$ cat src/rtl/mem_arbiter.sv
// Two-port byte memory arbiter: one transfer at a time, optional owner lock.
// Define ARB_ROUNDROBIN_EN to alternate grants on contention; otherwise port 0 wins.
module mem_arbiter #(
    parameter int addr_width = 9
) (
    input  logic                  clk,
    input  logic                  reset,
    input  logic                  m0_req,
    input  logic                  m1_req,
    input  logic                  m0_we,
    input  logic                  m1_we,
    input  logic [addr_width-1:0] m0_addr,
    input  logic [addr_width-1:0] m1_addr,
    input  logic [7:0]            m0_wdata,
    input  logic [7:0]            m1_wdata,
    input  logic                  m0_lock,
    input  logic                  m1_lock,
    output logic                  m0_ack,
    output logic                  m1_ack,
    output logic [7:0]            m0_rdata,
    output logic [7:0]            m1_rdata,
    output logic [addr_width-1:0] mem_raddr,
    output logic [addr_width-1:0] mem_waddr,
    output logic [7:0]            mem_data_in,
    output logic                  mem_write,
    input  logic [7:0]            mem_data_out,
    output logic                  busy,
    output logic                  owner
);

    typedef enum logic [2:0] {IDLE, WR, RD1, RD2, ACK} state_t;

    state_t                  state;
    logic                    lock_hold;
    logic                    elig0;
    logic                    elig1;
    logic                    grant_valid;
    logic                    grant;
    logic                    sel_we;
    logic [addr_width-1:0]   sel_addr;
    logic [7:0]              sel_wdata;

    // While a lock is held only the current owner may be granted.
    always_comb begin
        elig0 = m0_req;
        elig1 = m1_req;
        if (lock_hold) begin
            elig0 = m0_req && !owner;
            elig1 = m1_req && owner;
        end
        grant_valid = elig0 || elig1;
        if (elig0 && elig1) begin
`ifdef ARB_ROUNDROBIN_EN
            grant = ~owner;
`else
            grant = 1'b0;
`endif
        end else begin
            grant = elig1;
        end
        sel_we    = grant ? m1_we    : m0_we;
        sel_addr  = grant ? m1_addr  : m0_addr;
        sel_wdata = grant ? m1_wdata : m0_wdata;
    end

    always_ff @(posedge clk or negedge reset) begin
        if (!reset) begin
            state       <= IDLE;
            lock_hold   <= 1'b0;
            owner       <= 1'b0;
            busy        <= 1'b0;
            m0_ack      <= 1'b0;
            m1_ack      <= 1'b0;
            m0_rdata    <= '0;
            m1_rdata    <= '0;
            mem_raddr   <= '0;
            mem_waddr   <= '0;
            mem_data_in <= '0;
            mem_write   <= 1'b0;
        end else begin
            case (state)
                IDLE: begin
                    if (lock_hold && !(owner ? m1_req : m0_req)) begin
                        lock_hold <= 1'b0;
                    end
                    if (grant_valid) begin
                        owner <= grant;
                        busy  <= 1'b1;
                        if (sel_we) begin
                            mem_waddr   <= sel_addr;
                            mem_data_in <= sel_wdata;
                            mem_write   <= 1'b1;
                            state       <= WR;
                        end else begin
                            mem_raddr <= sel_addr;
                            state     <= RD1;
                        end
                    end
                end
                WR: begin
                    mem_write <= 1'b0;
                    if (owner) m1_ack <= 1'b1;
                    else       m0_ack <= 1'b1;
                    state <= ACK;
                end
                RD1: begin
                    state <= RD2;
                end
                // Memory read data has had two cycles to settle since mem_raddr moved.
                RD2: begin
                    if (owner) begin
                        m1_rdata <= mem_data_out;
                        m1_ack   <= 1'b1;
                    end else begin
                        m0_rdata <= mem_data_out;
                        m0_ack   <= 1'b1;
                    end
                    state <= ACK;
                end
                ACK: begin
                    m0_ack    <= 1'b0;
                    m1_ack    <= 1'b0;
                    busy      <= 1'b0;
                    lock_hold <= owner ? m1_lock : m0_lock;
                    state     <= IDLE;
                end
                default: begin
                    state <= IDLE;
                end
            endcase
        end
    end

endmodule

$ cat config.mk
export PLATFORM = sky130hd
export DESIGN_NAME = mem_arbiter
export DESIGN_NICKNAME = d
export VERILOG_FILES = /design/src/rtl/mem_arbiter.sv
export SDC_FILE = /design/constraint.sdc
export NUM_CORES = 1
export LEC_CHECK = 0
export BUFFER_PORTS_ARGS = -buffer_cell sky130_fd_sc_hd__buf_2
export CAP_MARGIN = 20
export CORE_ASPECT_RATIO = 1.25
export CORE_UTILIZATION = 27
export CTS_BUF_LIST = sky130_fd_sc_hd__clkbuf_16
export CTS_CLUSTER_DIAMETER = 80
export DETAILED_ROUTE_END_ITERATION = 8
export GPL_ROUTABILITY_DRIVEN = 1
export PLACE_DENSITY = 0.48
export SLEW_MARGIN = 15
export SYNTH_ARGS = -nofsm -noshare
export SYNTH_HDL_FRONTEND = slang
export SYNTH_SLANG_ARGS = --single-unit
$ cat constraint.sdc
create_clock -name clk -period 3.2 [get_ports clk]
set_clock_uncertainty 0.05 [all_clocks]
set_input_delay 0.16 -clock clk [delete_from_list [all_inputs] [get_ports clk]]
set_output_delay 0.16 -clock clk [all_outputs]
set_load 0.02 [all_outputs]
* Word-level counts from Yosys, hierarchy flattened
Cells that the tools add are included.
** Word-level totals
- Register bits :: 51
- Bits of input ports :: 50
- Output and inout port bits :: 47
- Word-level logic and storage cells :: 67
** Cells by class
- Equal/unequal tests :: 9
- Multiplexer cells :: 22
- Bitwise gates (word level) :: 2
- Reduce and logical (&&, ||, !) cells :: 22
** Operators by type and width (count)
- AND reduction 2 bit :: 7
- two-way mux 1 bit :: 12
- case mux 1 bit (2 select lines) :: 5
- two-way mux 9 bit :: 1
- case mux 3 bit (3 select lines) :: 1
- AND reduction 3 bit :: 3
- two-way mux 8 bit :: 1
- inequality test 2 bit, second input constant :: 4
- equality test 3 x 2 -> 1 bit, second input constant :: 2
- nonzero test 2 bit :: 3
- logical AND 1 bit :: 4
- equality test 3 x 1 -> 1 bit, second input constant :: 1
- equality test 3 bit, second input constant :: 1
- zero test 3 bit :: 1
- two-way mux 3 bit :: 1
- zero test 1 bit :: 2
- two-way mux 2 bit :: 1
- inequality test 2 x 1 -> 1 bit, second input constant :: 1
- inverter 1 bit :: 2
- OR reduction 2 bit :: 1
- logical OR 1 bit :: 1

* Logic depth before layout (Yosys ltp)
Gate-level depths: netlist of run 1.
- Depth after elaboration :: 9
- Mapped depth :: 7
- Depth with buffers taken out :: 4

* Worst setup path before layout of run 1
OpenSTA, ideal clock, no wires.
- Kind :: reg2reg
- Start point :: register owner
- End point :: register mem_raddr[7]
- Library setup time :: 125 ps
- Arrival :: 1849 ps
- Data required time :: 3025 ps
- Path slack :: 1176 ps
- Stages on the path, launching flop included :: 8
- Path through :: dfrtp_1 > buf_6 > nor2b_4 > or3b_1 > buf_6 > buf_12 > mux2_4 > mux2_2
** Between the ends
- Word-level cells in the longest chain between the ends :: 8
- Elaborated cells between the ends (all ways) :: 12
- Classes of those cells :: mux: 5; bitwise: 1; reduce/logical: 6
** Ends and longest elaborated chain
- start: declaration :: line 28 : output logic owner
- start signal: assignment :: line 87 : owner <= grant;
- zero test 1 bit :: line 48 : elig0 = m0_req && !owner;
- logical AND 1 bit :: line 48
- two-way mux 1 bit :: line 47 : if (lock_hold) begin
- logical AND 1 bit :: line 52 : if (elig0 && elig1) begin
- two-way mux 1 bit :: line 52
- two-way mux 1 bit :: line 61 : sel_we = grant ? m1_we : m0_we;
- inverter 1 bit (no line)
- AND reduction 3 bit (no line)
- end signal: assignment :: line 95 : mem_raddr <= sel_addr;
- end: declaration :: line 22 : output logic [addr_width-1:0] mem_raddr,
Several ways; a longest one is shown, not always the timed one.
A chain may end at the register's enable or synchronous reset.

* Final worst setup path of run 1
- Start point :: register owner
- End point :: register mem_waddr[5]
** Between the ends
- Word-level cells in the longest chain between the ends :: 7
- Elaborated cells between the ends (all ways) :: 11
- Classes of those cells :: mux: 5; reduce/logical: 6
** Ends and longest elaborated chain
- zero test 1 bit :: line 48
- logical AND 1 bit :: line 48
- two-way mux 1 bit :: line 47
- logical AND 1 bit :: line 52
- two-way mux 1 bit :: line 52
- two-way mux 1 bit :: line 61
- AND reduction 3 bit (no line)
- end signal: assignment :: line 90 : mem_waddr <= sel_addr;
- end: declaration :: line 23 : output logic [addr_width-1:0] mem_waddr,
Several ways; a longest one is shown, not always the timed one.

==> results of run 1 <==
[cell families after synthesis]
| kind of cell | count (synthesis) | synth area share, % |
|---|---|---|
| AOI/OAI and AO/OA | 33 | 8.26 |
| buffers and inverters | 12 | 3.49 |
| DFF | 51 | 56.5 |
| muxes | 53 | 26.6 |
| and+or+nand+nor | 20 | 5.10 |
[cell type report]
type | instances | area share (%)
clock buffer | 5 | 4.19
clock inverter | 3 | 0.377
inverter | 2 | 0.251
multi-input combinational | 106 | 30.2
sequential | 51 | 42.7
tap | 95 | 3.98
timing repair buffer | 103 | 18.3
[where the power goes]
part           leakage [nW]  total (mW)  internal, mW  switching [mW]
clock                0.0701       0.502         0.282           0.220
sequential            0.597        1.19         0.967           0.222
combinational         0.787        1.41         0.617           0.789
[flip-flops by register name, indices dropped and copies added, names as in the netlist, 3 cells and up]
register	cells
mem_raddr	9
mem_waddr	9
m0_rdata	8
m1_rdata	8
mem_data_in	8
state	3
[placed cells by master, fill, tap and decap left out]
cell type / Yosys / layout
nand3_1: 1 / 1
and3_1: 1 / 1
a21oi_1: 23 / 23
mux2_4: 4 / 4
dfrtp_1: 51 / 51
nor3_1: 2 / 2
o21ai_0: 5 / 5
dlygate4sd3_1: 0 / 1
buf_4: 0 / 5
a32o_1: 1 / 1
o32ai_1: 2 / 2
nor2b_4: 1 / 1
nand2b_1: 1 / 1
a2111oi_0: 1 / 1
clkinv_1: 0 / 2
nor4_1: 1 / 1
and2_1: 1 / 1
or3b_1: 1 / 1
inv_1: 2 / 3
a21bo_2: 1 / 1
nor2b_1: 2 / 2
mux2_2: 40 / 40
mux2i_1: 9 / 9
nor2_1: 6 / 6
nand2_1: 2 / 2
clkbuf_16: 0 / 5
buf_2: 2 / 96
nor3_2: 1 / 1
buf_12: 1 / 1
[final timing paths]
kind	start	endpoint	slack (ns)	depth (start not counted)
max reg2reg	owner	mem_waddr[5]	1.09	5
min reg2reg	mem_raddr[7]	mem_raddr[7]	0.45	1
max	owner	mem_waddr[5]	1.09	5
min in group asynchronous	reset	m0_rdata[2]	0.25	2
min	m0_req	owner	0.06	2
max in group asynchronous	reset	mem_data_in[0]	2.39	3
[timing repair]
item | in CTS | in global routing
endpoints found under the hold margin | 0 | 12
setup endpoints to repair | 0 | 0
resized for setup | 0 | 0
hold buffers | 0 | 1
[through the flow]
step | hold slack (ns) | util, % | cells
final | 0.0578 | 37.7 | 365
after global routing | 0.0605 | 37.7 | 365
after CTS | 0.00925 | 37.3 | 363
after detailed placement | 0.316 | 35.6 | 355
after global placement | 0.323 | 35.6 | 355
after floorplan | -0.186 | - | 169
[per-layer routing]
metal / up-vias / wire (µm)
met3: 2 / 465
met4: 0 / 25
li1: 811 / -
met5: - / 0
met2: 81 / 2440
met1: 807 / 2260
==> qor.log, run 1 <==
INFO  setup_path     timing.critical_path.fanout_max=11
INFO  clock_tree     clkTransAtPathRegs=0.06ns
INFO  floorplanning  standard_cell_rows=36
INFO  power          power.density_cell_area=1040nW/µm²
INFO  global_route   grt_overflow_total=0
INFO  finish         design.final.nets=319
INFO  timing         timing.final.crit_period=2.11ns
INFO  synth          syn-mean-instance-area=13.4µm²
INFO  drt            iteration_count_of_the_initial_detailed_routing_pass=4
INFO  clock_tree     tritoncts_clock_tree=done
INFO  power          vdd.ir_drop.worst=474µV
INFO  placed_design  port_buffers=96
INFO  timing         fmax=475MHz
INFO  floorplanning  die_area=8730µm²
INFO  setup_path     slowest_delay=0.55ns
INFO  synth          synth.most_common_cell=dfrtp_1
INFO  run_status     run_status=finished clean
INFO  timing         setup_repair_after_global_routing_missed_its_margin=no
INFO  setup_path     worstSetupEndpointType=flop
INFO  placed_design  final_wtd_congestion=0.655
INFO  synth          synth_seq_cells=51
INFO  drt            detailroute.via_count=1701
INFO  finish         multiInputGateArea=902µm²
INFO  global_route   grt_use_met2=20.0%
INFO  synth          synth_top_cell_by_area=dfrtp_1
INFO  flow_run       max_capacitance_violation_count=0
INFO  synth          post_synth_main_area_contributors=dfrtp_1, mux2_2, a21oi_1
INFO  floorplanning  pin_count=97
INFO  clock_tree     cts.path.max_buffers=2
INFO  synth          synthCells=169
INFO  clock_tree     clock_latency_at_the_later_pin_of_the_worst_skew_pair=0.28ns
INFO  setup_path     required=3.32ns
INFO  finish         fillers=819
INFO  global_route   first_pass_grt_wire_length=8670µm
INFO  synth          synth.top_cell.area_share=56.5%
INFO  synth          synth.distinct_cells=27
INFO  clock_tree     tritoncts_num_sinks=51
INFO  timing         worstMarginPinSlew=0.546ns
INFO  drt            antenna_left=0
INFO  floorplanning  fp.dieW=83.8µm
INFO  global_route   antenna_found_initial=0
INFO  placed_design  hpwlAfterDp=3800µm
INFO  finish         layout-area-overhead-vs-synth=32.4%
INFO  timing         fin_ws=1.09ns
INFO  floorplanning  placeableCoreArea=7930µm²
INFO  worst_hold_path min-delay-path-class=input pin to flop
INFO  placed_design  post-place-ws=1.07ns
INFO  timing         timing.final.hold_violations=0
INFO  timing         setup-violations-final=0
INFO  timing         final.period_utilization=65.8%
INFO  global_route   grt_busiest_layer=met2
INFO  setup_path     critical_path_cell_by_cell=nor2b_4 > o32ai_1 > and2_1 > buf_4 > mux2_2
INFO  timing         fin_tns_setup=0ns
INFO  finish         ff_latch_area=1280µm²
INFO  setup_path     timing.critical_path.max_delay_family=flip-flops
INFO  drt            via_density_per_instance=4.66
INFO  synth          synth_sequential_area_ratio=56.5%
INFO  global_route   grt_start_max_net_pins=43
INFO  clock_tree     cts-htree-levels=2
INFO  setup_path     cp_slowest_cell=dfrtp_1
INFO  synth          synth_area=2260µm²
INFO  drt            avg_wl_per_cell=14.2µm
INFO  drt            route.detailed.drc=0
INFO  clock_tree     root_buffer=clkbuf_16
INFO  global_route   grtUsageMet1=15.3%
INFO  clock_tree     post-cts-setup-buffer-count=0
INFO  clock_tree     tritoncts.num_buffers=5
INFO  global_route   grt_usage=12.3%
INFO  power          p_leak=1.45nW
INFO  synth          fraction_of_registers_with_async_set_or_reset_after_synthesis=100%
INFO  setup_path     timing.setup.critical_path_class=flop to flop
INFO  global_route   grt_pass1_vias=1775
INFO  power          report.power.total=3.10mW
INFO  setup_path     worst_ep_arrival_time=2.23ns
INFO  synth          synth-main-ff-cell=dfrtp_1
INFO  setup_path     critical_path_buf_inv_count=1
INFO  finish         final_area=2990µm²
INFO  drt            first_iter_violations=71
INFO  finish         drive_gt1_share=57.0%
INFO  finish         antenna_cells=0
INFO  floorplanning  floorplan.initialDensity=28.5%
INFO  synth          synthTopCellsByCount=dfrtp_1, mux2_2, a21oi_1, mux2i_1, nor2_1
INFO  floorplanning  dieHeight=104µm
INFO  drt            finalWirelength=5190µm
INFO  global_route   met3_demand_to_capacity_share_in_global_routing=4.44%
INFO  timing         max_slew_margin=63.6%
INFO  synth          postSynthNetCount=219
INFO  synth          yosysWarnings=0
INFO  placed_design  placement.cell_area=2820µm²
INFO  setup_path     critical_path.startpoint_type=flop
INFO  timing         slew_viol_final=0
INFO  synth          synth_edf_count=0
Power figures use the tool's default switching activity.
==> run 2, diff against run 1 <==
clock period = 2.1 ns   (was 3.2 ns; I/O delays follow)
==> qor.log, run 2 (synthesis results as in run 1) <==
INFO  timing         fin_tns_setup=0ns [unchanged]
INFO  setup_path     r2r.worst_path.cells=5 [unchanged]
INFO  setup_path     required=2.22ns [was 3.32 ns]
INFO  setup_path     critical_path.startpoint_type=input pin [was flop]
INFO  timing         setup-violations-final=0 [unchanged]
INFO  drt            first_iter_violations=62 [was 71]
INFO  setup_path     critical_path_cell_by_cell=dlygate4sd3_1 > buf_2 > nor2b_1 > or3b_1 > buf_4 > mux2_4 > mux2_2 [was nor2b_4 > o32ai_1 > and2_1 > buf_4 > mux2_2]
INFO  run_status     run_status=finished clean [unchanged]
INFO  flow_run       max_capacitance_violation_count=0 [unchanged]
INFO  placed_design  final_wtd_congestion=0.688 [was 0.655]
INFO  finish         finish.utilization=38.1% [was 37.7%]
INFO  floorplanning  placeableCoreArea=7930µm² [unchanged]
INFO  global_route   antenna_found_initial=0 [unchanged]
INFO  timing         fin_ws=0.115ns [was 1.09 ns]
INFO  clock_tree     clkTransAtPathRegs=0.06ns [about the same]
INFO  finish         commonest_non_fill_non_tap_cells_in_the_layout=buf_2, dfrtp_1, mux2_2 [unchanged]
INFO  drt            route.detailed.drc=0 [unchanged]
INFO  placed_design  post-place-ws=0.178ns [was 1.07 ns]
INFO  setup_path     slowest_delay=0.53ns [was 0.55 ns]
INFO  drt            via_density_per_instance=4.65 [was 4.66]
INFO  finish         design.final.nets=323 [was 319]
INFO  global_route   first_pass_grt_wire_length=8770µm [was 8670 µm]
INFO  drt            finalWirelength=5230µm [was 5190 µm]
INFO  finish         antenna_cells=0 [unchanged]
INFO  global_route   grt_overflow_total=0 [unchanged]
INFO  finish         final_cells=369 [was 365]
INFO  setup_path     timing.critical_path.max_delay_family=buffers and inverters [was flip-flops]
INFO  floorplanning  die_area=8730µm² [unchanged]
INFO  global_route   grt_pass1_vias=1768 [was 1775]
INFO  setup_path     worstSetupPathDepth=7 [was 5]
INFO  setup_path     timing.critical_path.fanout_max=17 [was 11]
INFO  floorplanning  fp.dieW=83.8µm [unchanged]
INFO  global_route   grt_usage=12.4% [was 12.3%]
INFO  timing         setup_repair_after_global_routing_missed_its_margin=no [unchanged]
INFO  power          vdd.ir_drop.worst=694µV [was 474 µV]
INFO  timing         worstMarginPinSlew=0.550ns [was 0.546 ns]
INFO  power          power.density_cell_area=1580nW/µm² [was 1040 nW/µm²]
INFO  clock_tree     clock_latency_at_the_later_pin_of_the_worst_skew_pair=0.28ns [about the same]
INFO  finish         drive_gt1_share=57.7% [was 57.0%]
INFO  placed_design  placed_cells=359 [was 355]
INFO  power          p_leak=1.48nW [was 1.45 nW]
INFO  worst_hold_path worst_hold_path.num_cells=2 [unchanged]
INFO  timing         fmax=504MHz
INFO  finish         layout-area-overhead-vs-synth=33.9% [was 32.4%]
INFO  clock_tree     post-cts-setup-buffer-count=0 [unchanged]
INFO  setup_path     worstSetupEndpointType=flop [unchanged]
INFO  clock_tree     cts-htree-levels=2 [unchanged]
INFO  timing         slew_viol_final=0 [unchanged]
INFO  floorplanning  standard_cell_rows=36 [unchanged]
INFO  setup_path     critical_path_buf_inv_count=3 [was 1]
INFO  timing         max_slew_margin=63.3% [was 63.6%]
INFO  clock_tree     tritoncts_clock_tree=done [unchanged]
INFO  setup_path     cp_slowest_cell=dlygate4sd3_1 [was dfrtp_1]
INFO  placed_design  placement.cell_area=2870µm² [was 2820 µm²]
INFO  placed_design  port_buffers=96 [unchanged]
INFO  drt            avg_wl_per_cell=14.2µm [about the same]
INFO  drt            iteration_count_of_the_initial_detailed_routing_pass=4 [unchanged]
INFO  floorplanning  floorplan.initialDensity=28.5% [unchanged]
INFO  timing         timing.final.hold_violations=0 [unchanged]
INFO  timing         timing.final.crit_period=1.99ns
INFO  worst_hold_path min-delay-path-class=input pin to flop [unchanged]
INFO  setup_path     timing.setup.critical_path_class=input pin to flop [was flop to flop]
INFO  clock_tree     cts.path.max_buffers=2 [unchanged]
INFO  clock_tree     tritoncts_num_sinks=51 [unchanged]
INFO  floorplanning  pin_count=97 [unchanged]
INFO  floorplanning  dieHeight=104µm [unchanged]
INFO  timing         final.period_utilization=94.5%
INFO  finish         final_area=3020µm² [was 2990 µm²]
INFO  placed_design  hpwlAfterDp=3930µm [was 3800 µm]
INFO  power          report.power.total=4.77mW [was 3.10 mW]
INFO  global_route   grt_start_max_net_pins=30 [was 43]
INFO  clock_tree     tritoncts.num_buffers=5 [unchanged]
INFO  setup_path     worst_ep_arrival_time=2.10ns [was 2.23 ns]
INFO  drt            detailroute.via_count=1715 [was 1701]
INFO  clock_tree     root_buffer=clkbuf_16 [unchanged]
INFO  finish         most_common_cell_after_layout_fill_and_taps_aside=buf_2 [unchanged]
INFO  finish         largest_registers=mem_raddr x9, mem_waddr x9 [unchanged]
INFO  timing         whs=0.0147ns [was 0.0578 ns]
INFO  drt            antenna_left=0 [unchanged]
run 2: cell types whose count changed in the layout (fill, tap and decap cells not counted):
cell           previous run  this run
inv_1                     3         4
buf_4                     5         8
clkinv_1                  2         0
dlygate4sd3_1             1         2
clkinv_2                  0         1
run 2: final cells by class:
class / count / area [µm²]
timing repair buffer: 107 / 581
sequential: 51 / 1280
multi-input combinational: 106 / 902
inverter: 2 / 7.51
clock buffer: 5 / 125
fill: 795 / 4900
tap: 95 / 119
clock inverter: 3 / 12.5
run 2: layer usage:
metal,vias to the layer above,global-route usage (%),wire [µm]
met3,2,4.13,419
met2,70,20.7,2550
li1,814,-,-
met5,-,0,0
met1,829,15.6,2230
met4,0,2.66,26
run 2: worst reg2reg max path, cell delays in order (launching register included):
cell and delay, ns:
dfrtp_1 0.43, nor2b_4 0.15, or3b_1 0.36, buf_4 0.23
mux2_4 0.35, mux2_2 0.25
run 2: final timing paths:
kind / slack, ns / end / from
worst max-delay path: 0.11 / mem_raddr[7] / m0_req
worst min-delay path: 0.01 / m0_rdata[6] / mem_data_out[6]
worst max register to register: 0.17 / mem_raddr[7] / lock_hold
worst min register to register: 0.45 / m1_rdata[3] / m1_rdata[3]
max in group asynchronous: 1.16 / m0_rdata[1] / reset
min in group asynchronous: 0.29 / mem_waddr[2] / reset
run 2: power breakdown:
group	switching, mW	internal (mW)
Sequential	0.296	1.48
Clock	0.333	0.431
Combinational	1.26	0.980
Total	1.89	2.89
run 2: what timing repair did:
action | CTS | global route
endpoints found under the hold margin | 23 | 0
hold buffers | 2 | 0
setup endpoints to repair | 0 | 0
gates resized for setup | 0 | 0
